**src/rtl/cp0_pkg.sv**
```systemverilog
// CP0 register addresses, ExcCode values and SR/Cause bit positions
// shared by the coprocessor 0 RTL.
package cp0_pkg;

    localparam logic [4:0] CP0_BADVADDR = 5'd8;
    localparam logic [4:0] CP0_COUNT    = 5'd9;
    localparam logic [4:0] CP0_COMPARE  = 5'd11;
    localparam logic [4:0] CP0_SR       = 5'd12;
    localparam logic [4:0] CP0_CAUSE    = 5'd13;
    localparam logic [4:0] CP0_EPC      = 5'd14;
    localparam logic [4:0] CP0_PRID     = 5'd15;

    localparam logic [4:0] EXC_INT  = 5'd0;
    localparam logic [4:0] EXC_ADEL = 5'd4;
    localparam logic [4:0] EXC_ADES = 5'd5;
    localparam logic [4:0] EXC_RI   = 5'd10;
    localparam logic [4:0] EXC_OV   = 5'd12;

    localparam int unsigned SR_IE    = 0;
    localparam int unsigned SR_EXL   = 1;
    localparam int unsigned IP_LO    = 10;
    localparam int unsigned EXC_LO   = 2;
    localparam int unsigned CAUSE_TI = 30;
    localparam int unsigned CAUSE_BD = 31;

endpackage

```
**src/rtl/cp0_intc_timer_if.sv**
```systemverilog
// Pipeline-side bus of CP0: mfc0/mtc0 access, M-stage exception info,
// interrupt lines, and the redirect/EPC results.
interface cp0_intc_timer_if #(
    parameter int N_HWINT = 5
);
    logic [4:0]         rd_addr;
    logic [31:0]        rd_data;
    logic               we;
    logic [4:0]         wr_addr;
    logic [31:0]        wr_data;
    logic [31:0]        pc;
    logic               in_delay_slot;
    logic               exc_valid;
    logic [4:0]         exc_code;
    logic [31:0]        bad_vaddr;
    logic [N_HWINT-1:0] hwint;
    logic               eret;
    logic               int_req;
    logic [31:0]        epc;

    modport master (
        output rd_addr, we, wr_addr, wr_data, pc, in_delay_slot,
               exc_valid, exc_code, bad_vaddr, hwint, eret,
        input  rd_data, int_req, epc
    );

    modport slave (
        input  rd_addr, we, wr_addr, wr_data, pc, in_delay_slot,
               exc_valid, exc_code, bad_vaddr, hwint, eret,
        output rd_data, int_req, epc
    );
endinterface

```
**src/rtl/cp0_timer.sv**
```systemverilog
// Count/Compare timer: free-running Count, Compare match sets TI,
// mtc0 Count replaces the increment and mtc0 Compare clears TI.
module cp0_timer (
    input  logic        clk,
    input  logic        reset,
    input  logic        count_we,
    input  logic        compare_we,
    input  logic [31:0] wr_data,
    output logic [31:0] count,
    output logic [31:0] compare,
    output logic        ti
);

    logic [31:0] count_inc;

    assign count_inc = count + 32'd1;

    always_ff @(posedge clk or posedge reset) begin
        if (reset) begin
            count   <= '0;
            compare <= '0;
            ti      <= 1'b0;
        end else begin
            count <= count_we ? wr_data : count_inc;
            if (compare_we)
                compare <= wr_data;
            // A written Count never matches; a Compare write clears TI even on a match.
            if (compare_we)
                ti <= 1'b0;
            else if (!count_we && count_inc == compare)
                ti <= 1'b1;
        end
    end

endmodule

```
**src/rtl/cp0_intc_timer.sv**
```systemverilog
// Coprocessor 0 with configurable edge/level interrupt lines, Count/Compare
// timer, BadVAddr and nested-exception EPC handling.
module cp0_intc_timer
    import cp0_pkg::*;
#(
    parameter int           N_HWINT   = 5,
    parameter logic [N_HWINT-1:0] EDGE_MASK = '0,
    parameter logic [31:0]  PRID      = 32'h1737_3552
) (
    input  logic             clk,
    input  logic             reset,
    cp0_intc_timer_if.slave  bus
);

    logic [5:0]         im;
    logic               exl;
    logic               ie;
    logic               bd;
    logic [4:0]         exc_code_q;
    logic [31:0]        epc_q;
    logic [31:0]        badvaddr_q;
    logic [N_HWINT-1:0] hw_q;
    logic [N_HWINT-1:0] edge_q;
    logic [5:0]         ip;
    logic [31:0]        count;
    logic [31:0]        compare;
    logic               ti;
    logic               take;
    logic [31:0]        epc_take;
    logic               sr_we;
    logic               cause_we;
    logic               epc_we;

    assign sr_we    = bus.we && bus.wr_addr == CP0_SR;
    assign cause_we = bus.we && bus.wr_addr == CP0_CAUSE;
    assign epc_we   = bus.we && bus.wr_addr == CP0_EPC;

    cp0_timer u_timer (
        .clk        (clk),
        .reset      (reset),
        .count_we   (bus.we && bus.wr_addr == CP0_COUNT),
        .compare_we (bus.we && bus.wr_addr == CP0_COMPARE),
        .wr_data    (bus.wr_data),
        .count      (count),
        .compare    (compare),
        .ti         (ti)
    );

    always_comb begin
        ip = '0;
        for (int unsigned i = 0; i < N_HWINT; i++)
            ip[i] = EDGE_MASK[i] ? edge_q[i] : hw_q[i];
        ip[5] = ti;
    end

    assign take        = bus.exc_valid | (ie & ~exl & |(ip & im));
    assign bus.int_req = take;
    assign bus.epc     = epc_q;
    assign epc_take    = (bus.pc & 32'hFFFF_FFFC) - (bus.in_delay_slot ? 32'd4 : 32'd0);

    always_ff @(posedge clk or posedge reset) begin
        if (reset) begin
            hw_q   <= '0;
            edge_q <= '0;
        end else begin
            hw_q <= bus.hwint;
            // New edge wins over a same-cycle clearing Cause write.
            for (int unsigned i = 0; i < N_HWINT; i++) begin
                if (EDGE_MASK[i]) begin
                    if (bus.hwint[i] && !hw_q[i])
                        edge_q[i] <= 1'b1;
                    else if (cause_we && !bus.wr_data[IP_LO + i])
                        edge_q[i] <= 1'b0;
                end
            end
        end
    end

    // Later assignments override earlier ones: mtc0, then eret, then a take.
    always_ff @(posedge clk or posedge reset) begin
        if (reset) begin
            im         <= '0;
            exl        <= 1'b0;
            ie         <= 1'b0;
            bd         <= 1'b0;
            exc_code_q <= '0;
            epc_q      <= '0;
            badvaddr_q <= '0;
        end else begin
            if (sr_we) begin
                im  <= bus.wr_data[15:10];
                exl <= bus.wr_data[SR_EXL];
                ie  <= bus.wr_data[SR_IE];
            end
            if (epc_we)
                epc_q <= bus.wr_data & 32'hFFFF_FFFC;
            if (bus.eret)
                exl <= 1'b0;
            if (take) begin
                exl        <= 1'b1;
                exc_code_q <= bus.exc_valid ? bus.exc_code : EXC_INT;
                if (!exl) begin
                    bd    <= bus.in_delay_slot;
                    epc_q <= epc_take;
                end
                if (bus.exc_valid && (bus.exc_code == EXC_ADEL || bus.exc_code == EXC_ADES))
                    badvaddr_q <= bus.bad_vaddr;
            end
        end
    end

    always_comb begin
        bus.rd_data = '0;
        case (bus.rd_addr)
            CP0_BADVADDR: bus.rd_data = badvaddr_q;
            CP0_COUNT:    bus.rd_data = count;
            CP0_COMPARE:  bus.rd_data = compare;
            CP0_SR:       bus.rd_data = {16'b0, im, 8'b0, exl, ie};
            CP0_CAUSE:    bus.rd_data = {bd, ti, 14'b0, ip, 3'b0, exc_code_q, 2'b0};
            CP0_EPC:      bus.rd_data = epc_q;
            CP0_PRID:     bus.rd_data = PRID;
            default:      bus.rd_data = '0;
        endcase
    end

endmodule

```
**src/flat_wrapper.sv**
```systemverilog
// flat-port wrapper written by rule: the top's interface ports become plain ports
module cp0_intc_timer_flat import cp0_pkg::*;
#(
    parameter int           N_HWINT   = 5,
    parameter logic [N_HWINT-1:0] EDGE_MASK = '0,
    parameter logic [31:0]  PRID      = 32'h1737_3552
)
  (clk, reset, bus_rd_addr, bus_we, bus_wr_addr, bus_wr_data, bus_pc, bus_in_delay_slot, bus_exc_valid, bus_exc_code, bus_bad_vaddr, bus_hwint, bus_eret, bus_rd_data, bus_int_req, bus_epc);
  cp0_intc_timer_if #(.N_HWINT(N_HWINT)) bus_i ();
  input  logic clk;
  input  logic reset;
  input wire logic [$bits(bus_i.rd_addr)-1:0] bus_rd_addr;
  input wire logic [$bits(bus_i.we)-1:0] bus_we;
  input wire logic [$bits(bus_i.wr_addr)-1:0] bus_wr_addr;
  input wire logic [$bits(bus_i.wr_data)-1:0] bus_wr_data;
  input wire logic [$bits(bus_i.pc)-1:0] bus_pc;
  input wire logic [$bits(bus_i.in_delay_slot)-1:0] bus_in_delay_slot;
  input wire logic [$bits(bus_i.exc_valid)-1:0] bus_exc_valid;
  input wire logic [$bits(bus_i.exc_code)-1:0] bus_exc_code;
  input wire logic [$bits(bus_i.bad_vaddr)-1:0] bus_bad_vaddr;
  input wire logic [$bits(bus_i.hwint)-1:0] bus_hwint;
  input wire logic [$bits(bus_i.eret)-1:0] bus_eret;
  output wire logic [$bits(bus_i.rd_data)-1:0] bus_rd_data;
  output wire logic [$bits(bus_i.int_req)-1:0] bus_int_req;
  output wire logic [$bits(bus_i.epc)-1:0] bus_epc;
  assign bus_i.rd_addr = bus_rd_addr;
  assign bus_i.we = bus_we;
  assign bus_i.wr_addr = bus_wr_addr;
  assign bus_i.wr_data = bus_wr_data;
  assign bus_i.pc = bus_pc;
  assign bus_i.in_delay_slot = bus_in_delay_slot;
  assign bus_i.exc_valid = bus_exc_valid;
  assign bus_i.exc_code = bus_exc_code;
  assign bus_i.bad_vaddr = bus_bad_vaddr;
  assign bus_i.hwint = bus_hwint;
  assign bus_i.eret = bus_eret;
  assign bus_rd_data = bus_i.rd_data;
  assign bus_int_req = bus_i.int_req;
  assign bus_epc = bus_i.epc;
  cp0_intc_timer #(.N_HWINT(N_HWINT), .EDGE_MASK(EDGE_MASK), .PRID(PRID)) u_core (.clk(clk), .reset(reset), .bus(bus_i));
endmodule
```
**config.mk**
```make
export PLATFORM = sky130hd
export DESIGN_NAME = cp0_intc_timer_flat
export DESIGN_NICKNAME = d
export VERILOG_FILES = /design/src/rtl/cp0_pkg.sv /design/src/rtl/cp0_intc_timer_if.sv /design/src/rtl/cp0_timer.sv /design/src/rtl/cp0_intc_timer.sv /design/src/flat_wrapper.sv
export SDC_FILE = /design/constraint.sdc
export NUM_CORES = 1
export LEC_CHECK = 0
export CORE_UTILIZATION = 40
export DETAILED_ROUTE_END_ITERATION = 10
export PLACE_DENSITY = 0.62
export RECOVER_POWER = 25
export SLEW_MARGIN = 10
export SYNTH_ARGS = -nofsm -noshare
export SYNTH_HDL_FRONTEND = slang
export SYNTH_HIERARCHICAL = 1
export SYNTH_SLANG_ARGS = --single-unit
```
**constraint.sdc**
```tcl
create_clock -name clk -period 5.2 [get_ports clk]
set_clock_uncertainty 0.15 [all_clocks]
set_input_delay 1.04 -clock clk [delete_from_list [all_inputs] [get_ports clk]]
set_output_delay 1.04 -clock clk [all_outputs]
set_load 0.01 [all_outputs]
```
==> metrics.txt <==
Commonest cells post-synth=148 x dfrtp_1, 78 x mux2_2, 74 x nand2_1; Async SR Flop Fraction=1.000; Max Fclk=206.8 MHz; Avg Inst Size Synth=between 10 and 15 um^2; Setup WS post-layout=between 0.3 and 0.4 ns; Yosys cell types=a little under 80; Cell Area, Placed=around 0.011 mm^2; core area=roughly 0.022 mm^2; most frequent cell after synthesis=dfrtp_1; static leakage=4.589 nW; io pins=around 190; CTS Hold Bufs=0; Hold WS=approximately 0.35 ns; CTS tree=built; nets=roughly 1200; failing checks=capacitance limit, slew limit; filler instances=around 2000; status=finished with violations; H-tree level count=4; power density over the cells=~380 mW/mm^2; Crit Path Class=in -> out; Final setup viols=0; DP Worst Slack=0.4465 ns; maximum vdd drop=about 0.17 mV; Num CTS Buffers=17; Tcrit/Tclk final=0.9299; R2R setup slack=between 1.5 and 2 ns; Finished Cell Area=0.01157 mm^2; DRT iter0 DRCs=720; top cell type's share of synthesized area=0.4176; Crit path required time=4.01 ns; Multi-input gate area=between 0.004 and 0.005 mm^2; vias per cell=5.893; vias in the first global route=7498; sequential area share after synthesis=0.4176; CTS clk-pin slew, worst paths=about 0.060 ns; Synth Cell Area=around 0.0089 mm^2; Detail Placement HPWL=around 23 mm; Final Hold Viols=0; critical path data arrival time=approximately 3.7 ns; CP Max Fanout=17; critical path buffer and inverter count=2; DRC=0; total track usage=0.2707; number of cell rows=54; most used flip-flop cell after synthesis=dfrtp_1; Layout area overhead=30.43%; starting density of the core=0.4076; final setup TNS=0 ns; post-synth net total=between 1000 and 1500; FF+latch count, synth=about 150; CP Capture Type=primary output; drt wl/cell=approximately 22 um; Buffers on Ports=184; RD Place Congestion=about 0.93; largest net degree at the start of global routing=51; most used cell, CP=clkdlybuf4s50_1; DIE AREA=approximately 0.023 mm^2; via count=7879; actual slew at the worst max-slew pin=2.220 ns; RSZ-0062 raised after global routing=no; first-pass GRT wire length=45.44 mm; clk buf depth=2; Die W=around 150 um; initial antenna violation count=0; final core occ=0.5317; Initial DRT Pass Iterations=7; worst min-delay path class=reg -> reg; Post-synth EDFFs=0; Relative slew margins=-0.4879; max-slew violation count=95; YS warnings=6; gr ovfl total=0; Crit path max-delay family=buffers and inverters; Crit-path slowest cell=and2_1; final WL=30.04 mm; post-CTS setup buffer count=0; Largest stage delay, worst path=about 0.67 ns; Area contributors post-synth=dfrtp_1 42%, mux2_2 9.9%, a22oi_1 4.0%; insertion delay to the later sink of the worst-skew pair=~0.42 ns; max-cap violations=2; final antenna-violating net count=0; area leader, netlist=dfrtp_1; critical-path cell list=clkdlybuf4s50_1 > and4b_1 > and2_1 > a22oi_1 > nand2_1 > clkdlybuf4s50_1; Sequential Area=between 0.003 and 0.004 mm^2; Antenna Cells=0; root buf cell=clkbuf_16; Post-Synthesis Cells=just under 900; final worst path period need=around 4.8 ns; post-cts sizing count=0; clk sink count=about 150; Worst setup SP type=input pin; DIE HEIGHT=150.9 um; fraction of layout cells with a size suffix above 1=0.1561
## cells by family (layout without fill, tap and decap cells)
kind of cell,after synthesis,count (layout),share of synthesized area
compound gates,199,199,0.1541
xor+xnor,71,71,0.07012
mux,115,115,0.1412
fa+ha+maj,3,3,0.004233
flops,148,148,0.4176
buf+inv,90,270,0.04359
simple gates,251,251,0.1692
## metrics by stage
step / instances / power (W)
final: 1337 / 0.004362
after global routing: 1337 / 0.004580
after CTS: 1337 / 0.004368
after detailed placement: 1305 / 0.003149
after global placement: 1305 / 0.003126
after floorplan: 877 / 0.002522
## sequential cells by signal, indices dropped and copies added (netlist names)
| signal | count |
|---|---|
| u_core/u_timer/count | 32 |
| u_core/u_timer/ti | 1 |
| u_core/badvaddr_q | 32 |
| u_core/bd | 1 |
| u_core/bus.epc | 32 |
| u_core/ie | 1 |
| u_core/im | 6 |
| u_core/exc_code_q | 5 |
| u_core/exl | 1 |
| u_core/u_timer/compare | 32 |
| u_core/hw_q | 5 |
## placed cells by master, fill, tap and decap left out, drive strengths merged, types with 14 or more instances in the layout
cell type / instances
xnor2: 33
nand4: 19
xor2: 38
clkbuf: 21
a2111oi: 14
mux2: 81
nand2: 75
a31oi: 29
nor4: 16
buf: 19
mux2i: 34
dfrtp: 148
o21ai: 53
a22oi: 47
nor2: 24
inv: 36
nand3: 38
clkdlybuf4s50: 178
## path summary, 6_finish.rpt
| path | from | endpoint | depth (start not counted) |
|---|---|---|---|
| setup / recovery | bus_rd_addr[1] | bus_rd_data[9] | 6 |
| hold / removal | u_core/badvaddr_q[2] | u_core/badvaddr_q[2] | 1 |
| setup reg to reg | u_core/u_timer/count[0] | u_core/u_timer/ti | 9 |
| hold reg to reg | u_core/badvaddr_q[2] | u_core/badvaddr_q[2] | 1 |
| max in group asynchronous | reset | u_core/exc_code_q[1] | 3 |
| min in group asynchronous | reset | u_core/u_timer/compare[27] | 2 |
## per-layer routing
layer | up-vias | share of wire | global-route usage
met2 | 333 | 0.44 | 0.3993
met3 | 43 | 0.066 | 0.04367
li1 | 3618 | - | -
met4 | 0 | 0.023 | 0.09250
met5 | - | 0 | 0
met1 | 3885 | 0.47 | 0.3992
## power by group
group	internal (W)	total [W]	switching, W	leakage, nW
logic	0.000690	0.00129	0.000602	2.53
registers	0.00145	0.00186	0.000414	1.78
clock network	0.000709	0.00121	0.000497	0.274
total	0.00285	0.00436	0.00151	4.59
## area by class of cell
cell class,instances,area share
tap,280,0.03029
inverter,35,0.01147
clock inverter,11,0.008653
timing repair buffer,203,0.1716
multi-input combinational,639,0.4163
clock buffer,21,0.04154
sequential,148,0.3202
No activity file was read; power rests on OpenSTA's default activity.
